===== src/rtl/fib_seq_pkg.sv =====
// Shared types and constants for the Fibonacci-class sequence generator.
package fib_seq_pkg;

  // Sequencer states: waiting for a start request, or emitting terms.
  typedef enum logic [0:0] {
    ST_IDLE = 1'b0,
    ST_RUN  = 1'b1
  } state_e;

  // Seed pairs for the two best-known members of the family.
  localparam int unsigned FIB_SEED0   = 0;
  localparam int unsigned FIB_SEED1   = 1;
  localparam int unsigned LUCAS_SEED0 = 2;
  localparam int unsigned LUCAS_SEED1 = 1;

endpackage


===== src/rtl/fib_step.sv =====
// One recurrence step: s = a + b with carry, plus propagation of the
// overflow tags that follow each value as it shifts through the a/b pair.
module fib_step #(
  parameter int unsigned WIDTH = 16
) (
  input  logic [WIDTH-1:0] a,
  input  logic [WIDTH-1:0] b,
  input  logic             a_ovf,
  input  logic             b_ovf,
  output logic [WIDTH-1:0] sum,
  output logic             carry,
  output logic             next_a_ovf,
  output logic             next_b_ovf
);

  logic [WIDTH:0] full_sum;

  // Widened add so the carry out of the top bit is visible.
  always_comb begin
    full_sum   = {1'b0, a} + {1'b0, b};
    sum        = full_sum[WIDTH-1:0];
    carry      = full_sum[WIDTH];
    // b moves into a, so its tag moves with it.
    next_a_ovf = b_ovf;
    // A sum is tainted if it carried out or either operand was already tainted.
    next_b_ovf = full_sum[WIDTH] | a_ovf | b_ovf;
  end

endmodule


===== src/rtl/fib_seq_gen.sv =====
// Fibonacci-class sequence generator: emits n_terms terms of
// t[k] = t[k-1] + t[k-2] from run-time seeds, one per enabled cycle,
// with per-run choice of stopping at or wrapping through overflow.
module fib_seq_gen
  import fib_seq_pkg::*;
#(
  parameter int unsigned WIDTH = 16,
  parameter int unsigned CNT_W = 8
) (
  input  logic             clk,
  input  logic             rst,
  input  logic             start,
  input  logic [WIDTH-1:0] seed0,
  input  logic [WIDTH-1:0] seed1,
  input  logic [CNT_W-1:0] n_terms,
  input  logic             mode_wrap,
  input  logic             en,
  output logic [WIDTH-1:0] out,
  output logic             out_valid,
  output logic [CNT_W-1:0] out_index,
  output logic             done,
  output logic             busy,
  output logic             overflow
);

  state_e           state_q, state_d;
  logic [WIDTH-1:0] a_q, a_d;
  logic [WIDTH-1:0] b_q, b_d;
  logic             a_ovf_q, a_ovf_d;
  logic             b_ovf_q, b_ovf_d;
  logic [CNT_W-1:0] cnt_q, cnt_d;
  logic [CNT_W-1:0] n_terms_q, n_terms_d;
  logic             mode_wrap_q, mode_wrap_d;
  logic [WIDTH-1:0] out_q, out_d;
  logic             out_valid_q, out_valid_d;
  logic [CNT_W-1:0] out_index_q, out_index_d;
  logic             done_q, done_d;
  logic             overflow_q, overflow_d;

  logic [WIDTH-1:0] step_sum;
  logic             step_carry;
  logic             step_a_ovf;
  logic             step_b_ovf;
  logic             is_final;

  fib_step #(
    .WIDTH (WIDTH)
  ) u_step (
    .a          (a_q),
    .b          (b_q),
    .a_ovf      (a_ovf_q),
    .b_ovf      (b_ovf_q),
    .sum        (step_sum),
    .carry      (step_carry),
    .next_a_ovf (step_a_ovf),
    .next_b_ovf (step_b_ovf)
  );

  // The carry itself is already folded into step_b_ovf.
  logic unused_carry;
  assign unused_carry = step_carry;

  // Last term either by count, or in stop mode because the next term is tainted.
  always_comb begin
    is_final = (cnt_q == (n_terms_q - CNT_W'(1))) || (!mode_wrap_q && b_ovf_q);
  end

  // Next-state and registered-output logic; non-emitting edges drop valid/done.
  always_comb begin
    state_d     = state_q;
    a_d         = a_q;
    b_d         = b_q;
    a_ovf_d     = a_ovf_q;
    b_ovf_d     = b_ovf_q;
    cnt_d       = cnt_q;
    n_terms_d   = n_terms_q;
    mode_wrap_d = mode_wrap_q;
    out_d       = out_q;
    out_valid_d = 1'b0;
    out_index_d = out_index_q;
    done_d      = 1'b0;
    overflow_d  = overflow_q;

    unique case (state_q)
      ST_IDLE: begin
        if (start) begin
          overflow_d = 1'b0;
          if (n_terms == '0) begin
            // Empty run: a lone done pulse, nothing emitted.
            done_d = 1'b1;
          end else begin
            a_d         = seed0;
            b_d         = seed1;
            a_ovf_d     = 1'b0;
            b_ovf_d     = 1'b0;
            cnt_d       = '0;
            n_terms_d   = n_terms;
            mode_wrap_d = mode_wrap;
            state_d     = ST_RUN;
          end
        end
      end
      ST_RUN: begin
        if (en) begin
          out_d       = a_q;
          out_index_d = cnt_q;
          out_valid_d = 1'b1;
          a_d         = b_q;
          a_ovf_d     = step_a_ovf;
          b_d         = step_sum;
          b_ovf_d     = step_b_ovf;
          cnt_d       = cnt_q + CNT_W'(1);
          // Wrap mode: flag the first emitted term whose true value exceeded WIDTH bits.
          if (mode_wrap_q && a_ovf_q) begin
            overflow_d = 1'b1;
          end
          // Stop mode: the next term would overflow, so this run is cut here.
          if (!mode_wrap_q && b_ovf_q) begin
            overflow_d = 1'b1;
          end
          if (is_final) begin
            done_d  = 1'b1;
            state_d = ST_IDLE;
          end
        end
      end
      default: state_d = ST_IDLE;
    endcase
  end

  // State and output registers with synchronous reset.
  always_ff @(posedge clk) begin
    if (rst) begin
      state_q     <= ST_IDLE;
      a_q         <= '0;
      b_q         <= '0;
      a_ovf_q     <= 1'b0;
      b_ovf_q     <= 1'b0;
      cnt_q       <= '0;
      n_terms_q   <= '0;
      mode_wrap_q <= 1'b0;
      out_q       <= '0;
      out_valid_q <= 1'b0;
      out_index_q <= '0;
      done_q      <= 1'b0;
      overflow_q  <= 1'b0;
    end else begin
      state_q     <= state_d;
      a_q         <= a_d;
      b_q         <= b_d;
      a_ovf_q     <= a_ovf_d;
      b_ovf_q     <= b_ovf_d;
      cnt_q       <= cnt_d;
      n_terms_q   <= n_terms_d;
      mode_wrap_q <= mode_wrap_d;
      out_q       <= out_d;
      out_valid_q <= out_valid_d;
      out_index_q <= out_index_d;
      done_q      <= done_d;
      overflow_q  <= overflow_d;
    end
  end

  assign out       = out_q;
  assign out_valid = out_valid_q;
  assign out_index = out_index_q;
  assign done      = done_q;
  assign busy      = (state_q == ST_RUN);
  assign overflow  = overflow_q;

endmodule


===== config.mk =====
export PLATFORM = sky130hd
export DESIGN_NAME = fib_seq_gen
export DESIGN_NICKNAME = d
export VERILOG_FILES = /design/src/rtl/fib_seq_pkg.sv /design/src/rtl/fib_step.sv /design/src/rtl/fib_seq_gen.sv
export SDC_FILE = /design/constraint.sdc
export NUM_CORES = 1
export LEC_CHECK = 0
export ABC_CLOCK_PERIOD_IN_PS = 3260
export CAP_MARGIN = 20
export CORE_MARGIN = 5
export CORE_UTILIZATION = 50
export CTS_CLUSTER_SIZE = 12
export DETAILED_ROUTE_END_ITERATION = 12
export PLACE_DENSITY = 0.8
export SYNTH_ARGS = -nofsm -noshare
export SYNTH_HDL_FRONTEND = slang
export SYNTH_HIERARCHICAL = 1
export SYNTH_SLANG_ARGS = --single-unit
export TNS_END_PERCENT = 5

===== constraint.sdc =====
create_clock -name clk -period 3.26 [get_ports clk]
set_clock_uncertainty 0.15 [all_clocks]
set_input_delay 0.489 -clock clk [delete_from_list [all_inputs] [get_ports clk]]
set_output_delay 0.489 -clock clk [all_outputs]
set_load 0.02 [all_outputs]

## Word-level counts from Yosys, hierarchy flattened

Cells that the tools add are included.

- Bits in registers: 79
- Word-level logic and storage cells: 69
- Output and inout port bits: 28
- Bits of input ports: 45

- Bitwise logic cells: 4
- Reductions and logical operators: 10
- Equality and inequality tests: 5
- Mux-type cells: 34
- Add/subtract/negate cells: 3

Operators with widths:

| cell | count |
|---|---|
| $mux W16 | 6 |
| $pmux W16 S2 | 2 |
| $mux W8 | 3 |
| $add A16 B16 Y17 | 1 |
| $mux W1 | 17 |
| $pmux W8 S2 | 1 |
| $pmux W1 S2 | 5 |
| $reduce_and A3 Y1 | 3 |
| $add A8 B1 Y8 const B | 1 |
| $eq A8 B8 Y1 | 1 |
| $logic_not A8 Y1 | 1 |
| $sub A8 B1 Y8 const B | 1 |
| $ne A2 B2 Y1 const B | 3 |
| $ne A3 B1 Y1 const B | 1 |
| $logic_and A1 B1 Y1 | 2 |
| $not A1 Y1 | 2 |
| $or A1 B1 Y1 | 2 |
| $reduce_and A2 Y1 | 1 |
| $reduce_or A2 Y1 | 1 |
| $logic_not A1 Y1 | 1 |
| $logic_or A1 B1 Y1 | 1 |

## Logic depth before layout (Yosys ltp)

Gate-level depths: netlist of the first run.

- Word-level depth: 6
- Mapped depth: 9
- Mapped depth without buffers: 9

## Hierarchy

The synthesis of the first run kept the hierarchy.

Modules (own cells, without submodules):

| module | sequential area each (sq um) | instances | area each (sq um) | cells an instance |
|---|---|---|---|---|
| fib_seq_gen | 1581.5 | 1 | 3387.0 | 389 |
| fib_step | 0.0 | 1 | 837.1 | 115 |

## Least setup slack after synthesis of the first run

No wires, ideal clock.

- Path type: flip-flop to flip-flop
- From: register a_q[0]
- To: register b_q[14]
- Setup slack: 0.559 ns
- Buffers on the path: 0
- Data arrival time: 2.465 ns
- Period minus slack after synthesis: 2.701 ns
- Stages on the path, launching flop included: 10
- Library setup time: 0.086 ns
- Data required time: 3.024 ns
- Cell sequence: dfxtp_1 -> ha_1 -> fa_1 -> a21o_4 -> a311oi_2 -> nor3_2 -> o311a_1 -> o311ai_2 -> mux2i_1 -> a211oi_1

- Longest elaborated chain between the ends: 3

Ends and longest elaborated chain:

| what | line | source |
|---|---|---|
| start, declared | fib_seq_gen.sv:27 | `logic [WIDTH-1:0] a_q, a_d;` |
| start signal, assigned | fib_seq_gen.sv:135 | `a_q <= '0;` |
| start signal, assigned | fib_seq_gen.sv:149 | `a_q <= a_d;` |
| $add A16 B16 Y17 | fib_step.sv:20 | `full_sum = {1'b0, a} + {1'b0, b};` |
| named net step_sum[14] | fib_seq_gen.sv:40 | `logic [WIDTH-1:0] step_sum;` |
| $mux W16 | fib_seq_gen.sv:104 | `if (en) begin` |
| $pmux W16 S2 | fib_seq_gen.sv:84 | `unique case (state_q)` |
| end signal, assigned | fib_seq_gen.sv:136 | `b_q <= '0;` |
| end signal, assigned | fib_seq_gen.sv:150 | `b_q <= b_d;` |
| end, declared | fib_seq_gen.sv:28 | `logic [WIDTH-1:0] b_q, b_d;` |

The timed path passes the listed nets, and every way through them passes these cells. The select of a mux whose other input is x is not followed.
A chain may end at the register's enable or synchronous reset.

## Worst setup path in the final report of the first run

- From: register a_q[0]
- To: register b_q[12]

The elaborated chain is that of the path after synthesis.

==> results of run 1 <==
[critical path, delay by kind of cell, from the launching register on]
kind	cells	cell delay, ns
adder cells (fa/ha/maj)	2	0.65
multiplexers	1	0.07
AO/OA/AOI/OAI	3	0.91
flip-flops	1	0.34
AND/OR/NAND/NOR	3	0.71
[per-layer routing]
layer	track usage, %	vias to the layer above	wire length, um
met5	0	-	0
met3	5.10	8	535
met1	25.0	1733	4400
li1	-	1897	-
met4	4.91	0	74
met2	33.1	98	4900
[worst min-delay path by stage]
stage                     depth (start not counted)                        end                       from  slack (ns)
final                                             2       out[15]$_SDFFE_PP0P_       out[15]$_SDFFE_PP0P_        0.31
after global routing                              2       out[15]$_SDFFE_PP0P_       out[15]$_SDFFE_PP0P_        0.33
after CTS                                         2       out[15]$_SDFFE_PP0P_       out[15]$_SDFFE_PP0P_        0.31
after detailed placement                          2       out[15]$_SDFFE_PP0P_       out[15]$_SDFFE_PP0P_        0.30
after global placement                            2  out_index[7]$_SDFFE_PP0P_  out_index[7]$_SDFFE_PP0P_        0.29
after floorplan                                   2        out[0]$_SDFFE_PP0P_        a_q[0]$_SDFFE_PP0P_        0.30
[metrics by stage]
stage / area (um^2) / setup WS (ns) / utilization (%) / hold WS, ns
2_1_floorplan: 4210 / 0.559 / - / 0.300
3_3_place_gp: 4980 / 0.477 / 60.6 / 0.294
3_5_place_dp: 4980 / 0.354 / 60.6 / 0.296
4_1_cts: 5180 / 0.337 / 63.1 / 0.308
5_1_grt: 5180 / 0.228 / 63.1 / 0.330
6_report: 5180 / 0.332 / 63.1 / 0.306
[cell usage in the layout, fill, tap and decap left out, types with 2 or more instances in the layout]
master	instances
o22ai_1	2
a211oi_1	33
clkdlybuf4s50_1	71
or2_2	2
and3_1	2
clkbuf_8	9
o211ai_1	2
nor4_1	4
clkinv_4	2
nand3b_1	3
xnor2_1	8
xor2_1	16
nor3_1	5
a31oi_1	3
o21ai_1	5
o21bai_1	3
o2111ai_1	3
a21o_1	4
a22oi_1	3
nand2b_1	4
nor2_1	66
nand4_1	2
nor3b_1	3
a41oi_1	2
o21ai_0	7
ha_1	18
dfxtp_1	78
or4_1	2
inv_6	3
mux2i_1	38
inv_1	8
nand2_1	62
buf_4	6
nand3_1	7
a21oi_1	50
[cell type report]
cell class                      instances  area, um^2
Inverter                                9        33.8
Multi-Input combinational cell        380        2450
Fill cell                             700        3040
Timing Repair Buffer                   79         781
Clock inverter                          7        78.8
Clock buffer                            9         124
Sequential cell                        79        1580
Tap cell                              105         131
[power breakdown]
group,switching (mW),internal (mW)
combinational,0.434,0.366
sequential,0.0824,1.05
clock,0.391,0.363
total,0.907,1.78
[registers in the layout, summed over array words and instances, names as in the netlist, 8 cells and up]
name	cells
a_q	16
cnt_q	8
n_terms_q	8
out	16
b_q	16
out_index	8
==> impl_metrics.py, run 1 <==
metrics = {
    "clock_tree": {
        "cts-root-buf": "clkbuf_8",
        "path_clk_slew_ns": 0.08,
        "cts_tree": "done",
        "ctsLongestPathBuffers": 2,
        "cts_resized": 0,
        "numCtsBuffers": 9,
        "cts_hold_buf": 0,
        "insertion_delay_ns": 0.36,
        "post_cts_buffers": 0,
        "h-tree-depth": 3,
        "cts.sinks": 79,
    },
    "worst_setup_path": {
        "ff2ff_setup_slack_ns": 0.33,
        "crit_path_start_kind": "flop",
        "crit_start": "a_q[0]$_SDFFE_PP0P_",
        "regToRegEndpoint": "b_q[12]$_SDFFE_PP0P_",
        "cp.required_ns": 3.36,
        "critPathCaptureType": "flop",
        "setup.worst_path.class": "reg2reg",
        "cp.arrival_ns": 3.03,
        "slowest_delay_ns": 0.48,
        "cpMaxStageDelayCell": "or4_1",
        "timing.rr.start": "a_q[0]$_SDFFE_PP0P_",
        "reg2reg_depth": 9,
        "path_cells": "ha_1 -> fa_1 -> a21o_4 -> a311oi_2 -> nor3_2 -> or4_1 -> nand3_1 -> mux2i_1 -> a211oi_1",
        "cp_max_fo": 5,
        "crit_end": "b_q[12]$_SDFFE_PP0P_",
    },
    "routing": {
        "ant_nets": 0,
        "wl_per_cell_um": 14.8,
        "via_per_inst": 5.59,
        "drt_first_pass_iters": 5,
        "vias": 3736,
        "drc_errors": 0,
        "routed_wl_mm": 9.90,
        "drt_iter0_markers": 156,
    },
    "timing": {
        "worst_slew_pin_slew_ns": 0.792,
        "setup_violations": 0,
        "relSlewSlack_pct": 47.2,
        "final_hold_viol_count": 0,
        "period_share_pct": 89.8,
        "max_freq_ghz": 0.342,
        "rsz0062_at_grt": "no",
        "slew_violations": 0,
        "setup_tns_ns": 0,
        "period_needed_ns": 2.93,
    },
    "yosys": {
        "syn_avg_cell_area_um2": 8.39,
        "yosysWarnings": 6,
        "syn_inst": 502,
        "syn_nets": 566,
        "mappedNetlistArea_mm2": 0.00421,
    },
    "power": {
        "power_density_mw_per_mm2": 519,
        "leakagePower_nw": 2.03,
        "ir_worst_vdd_uv": 323,
        "total_power_mw": 2.69,
    },
    "global_routing": {
        "grt.overflow.total": 0,
        "track_usage_pct": 19.6,
        "grt_max_degree": 44,
        "grt_pass1_vias": 3544,
        "grt_pass1_wl_mm": 16.4,
        "antenna_found_initial": 0,
    },
    "placed_design": {
        "gp_congestion": 0.913,
        "place_hpwl_mm": 7.29,
        "dpl.cell_count": 652,
        "port_buffers": 72,
    },
    "floorplan": {
        "die_x_um": 102,
        "rows": 33,
        "die-area_mm2": 0.0104,
        "start_util_pct": 51.3,
        "ios": 73,
        "core_mm2": 0.00822,
        "dieHeight_um": 102,
    },
    "final_layout": {
        "antenna_cells": 0,
        "layout.cells.non_filler": 668,
        "layout.nets": 622,
        "syn2layout_area_growth_pct": 23.0,
        "layout-drive-gt1-share_pct": 6.22,
    },
    "run": {
        "maxCapViolations": 0,
    },
    "worst_hold_path": {
        "holdCritPathClass": "reg2reg",
    },
    "outcome": {
        "status": "complete, no violations",
    },
}
(Power assumes the default switching activity.)
==> run 2: changes to the inputs <==
--- a/config.mk
+++ b/config.mk
@@ -8,10 +8,11 @@
 export ABC_CLOCK_PERIOD_IN_PS = 3260
 export CAP_MARGIN = 20
 export CORE_MARGIN = 5
-export CORE_UTILIZATION = 50
+export CORE_UTILIZATION = 29
+export CTS_BUF_LIST = sky130_fd_sc_hd__clkbuf_8
 export CTS_CLUSTER_SIZE = 12
 export DETAILED_ROUTE_END_ITERATION = 12
-export PLACE_DENSITY = 0.8
+export PLACE_DENSITY = 0.53
 export SYNTH_ARGS = -nofsm -noshare
 export SYNTH_HDL_FRONTEND = slang
 export SYNTH_HIERARCHICAL = 1
==> run 2 against run 1 <==
  * Clock-buffer cell count increased by 3
  * Utilization decreased by 26 points
  * Worst hold slack about the same
  * Via count decreased by 2.0%
  * Flip-flop and latch count unchanged
  * Die area increased by 64%
  * Setup slack improved by 0.055 ns
  * Clock power increased by 14%
  * Global-route usage decreased by 6.7 points
  * Register-to-register slack improved by 0.06 ns
  * First-iteration DRC count decreased by 12%
==> impl_metrics.py, run 2 (synthesized netlist as in run 1, its figures left out) <==
metrics = {
    "worst_setup_path": {
        "crit_end": "b_q[14]$_SDFFE_PP0P_",
        "setup.worst_path.class": "reg2reg",
        "cp.arrival_ns": 3.00,
        "critPathCaptureType": "flop",
        "timing.rr.start": "a_q[0]$_SDFFE_PP0P_",
        "cp.required_ns": 3.39,
        "crit_start": "a_q[0]$_SDFFE_PP0P_",
        "ff2ff_setup_slack_ns": 0.39,
        "cp_max_fo": 5,
        "reg2reg_depth": 9,
        "regToRegEndpoint": "b_q[14]$_SDFFE_PP0P_",
        "crit_path_start_kind": "flop",
    },
    "clock_tree": {
        "h-tree-depth": 3,
        "path_clk_slew_ns": 0.08,
        "ctsLongestPathBuffers": 2,
        "cts_resized": 0,
        "cts_hold_buf": 0,
        "post_cts_buffers": 0,
        "numCtsBuffers": 9,
        "cts.sinks": 79,
        "cts_tree": "done",
        "cts-root-buf": "clkbuf_8",
        "insertion_delay_ns": 0.37,
    },
    "floorplan": {
        "die-area_mm2": 0.0170,
        "rows": 44,
        "dieHeight_um": 131,
        "core_mm2": 0.0144,
        "start_util_pct": 29.3,
        "ios": 73,
        "die_x_um": 131,
    },
    "timing": {
        "rsz0062_at_grt": "no",
        "relSlewSlack_pct": 47.0,
        "final_hold_viol_count": 0,
        "period_share_pct": 88.1,
        "period_needed_ns": 2.87,
        "setup_violations": 0,
        "slew_violations": 0,
        "setup_tns_ns": 0,
        "max_freq_ghz": 0.348,
        "worst_slew_pin_slew_ns": 0.796,
    },
    "global_routing": {
        "track_usage_pct": 12.9,
        "antenna_found_initial": 0,
        "grt_max_degree": 65,
        "grt_pass1_vias": 3566,
        "grt_pass1_wl_mm": 17.5,
        "grt.overflow.total": 0,
    },
    "final_layout": {
        "syn2layout_area_growth_pct": 25.8,
        "final_common_cell": "dfxtp_1",
        "regArea_mm2": 0.00158,
        "final_cell_mix": "dfxtp_1 (78), clkdlybuf4s50_1 (71), nor2_1 (66)",
        "antenna_cells": 0,
        "layout-drive-gt1-share_pct": 5.88,
        "final_cell_area_mm2": 0.00530,
        "multiInputGateArea_mm2": 0.00245,
        "layout.nets": 621,
        "num-fill-cells": 1469,
        "fin_util_pct": 36.9,
    },
    "worst_hold_path": {
        "holdCritPathClass": "reg2reg",
        "holdPathStages": 2,
    },
    "routing": {
        "ant_nets": 0,
        "routed_wl_mm": 10.7,
        "via_per_inst": 4.92,
        "drt_first_pass_iters": 4,
        "drc_errors": 0,
        "drt_iter0_markers": 137,
        "wl_per_cell_um": 14.3,
        "vias": 3663,
    },
    "placed_design": {
        "port_buffers": 72,
        "gp_congestion": 0.887,
        "dpl_cell_area_mm2": 0.00507,
        "place_hpwl_mm": 7.81,
    },
    "run": {
        "maxCapViolations": 0,
    },
    "power": {
        "ir_worst_vdd_uv": 243,
        "power_density_mw_per_mm2": 527,
        "total_power_mw": 2.79,
        "leakagePower_nw": 2.04,
    },
    "outcome": {
        "status": "complete, no violations",
    },
}
==> run 2: where the power goes <==
group | leakage (nW) | switching, mW | internal [mW]
Sequential | 0.647 | 0.0881 | 1.05
Combinational | 1.27 | 0.432 | 0.361
Clock | 0.118 | 0.369 | 0.489
Total | 2.04 | 0.889 | 1.90
==> run 2: worst max-delay path, cell delays in order, from the launching register on <==
cell      delay, ns
dfxtp_1        0.33
ha_1           0.23
fa_1           0.42
a21o_4         0.25
a311oi_2       0.35
nor3_2         0.12
o311a_1        0.38
o311ai_2       0.21
mux2i_1        0.10
a211oi_1       0.23
==> run 2: layout make-up <==
type,instances,area share [%]
Multi-Input combinational cell,380,46.2
Sequential cell,79,29.9
Timing Repair Buffer,78,14.6
Tap cell,184,4.34
Clock buffer,12,3.12
Clock inverter,3,1.23
Inverter,9,0.637
==> run 2: metal layers <==
| metal | vias to the layer above | routed length [um] | GRT usage (%) |
|---|---|---|---|
| met1 | 1699 | 5170 | 17.1 |
| met2 | 53 | 4910 | 20.1 |
| met5 | - | 0 | 0 |
| met4 | 0 | 168 | 4.36 |
| met3 | 13 | 424 | 3.82 |
| li1 | 1898 | - | - |
==> run 2: worst min path at each step <==
stage	endpoint	slack (ns)	startpoint
floorplan	out[0]$_SDFFE_PP0P_	0.30	a_q[0]$_SDFFE_PP0P_
global placement	out[1]$_SDFFE_PP0P_	0.30	out[1]$_SDFFE_PP0P_
detailed placement	out_index[7]$_SDFFE_PP0P_	0.30	out_index[7]$_SDFFE_PP0P_
CTS	out_index[7]$_SDFFE_PP0P_	0.31	out_index[7]$_SDFFE_PP0P_
global route	out[3]$_SDFFE_PP0P_	0.33	out[3]$_SDFFE_PP0P_
finish	out_index[1]$_SDFFE_PP0P_	0.31	out_index[1]$_SDFFE_PP0P_
==> run 2: stage by stage <==
| stage | hold WS (ns) | std cells | worst slack, ns |
|---|---|---|---|
| 3_5_place_dp | 0.296 | 730 | 0.391 |
| 3_3_place_gp | 0.296 | 730 | 0.443 |
| 4_1_cts | 0.308 | 745 | 0.368 |
| 5_1_grt | 0.334 | 745 | 0.154 |
| 6_report | 0.306 | 745 | 0.387 |
| 2_1_floorplan | 0.300 | 502 | 0.559 |
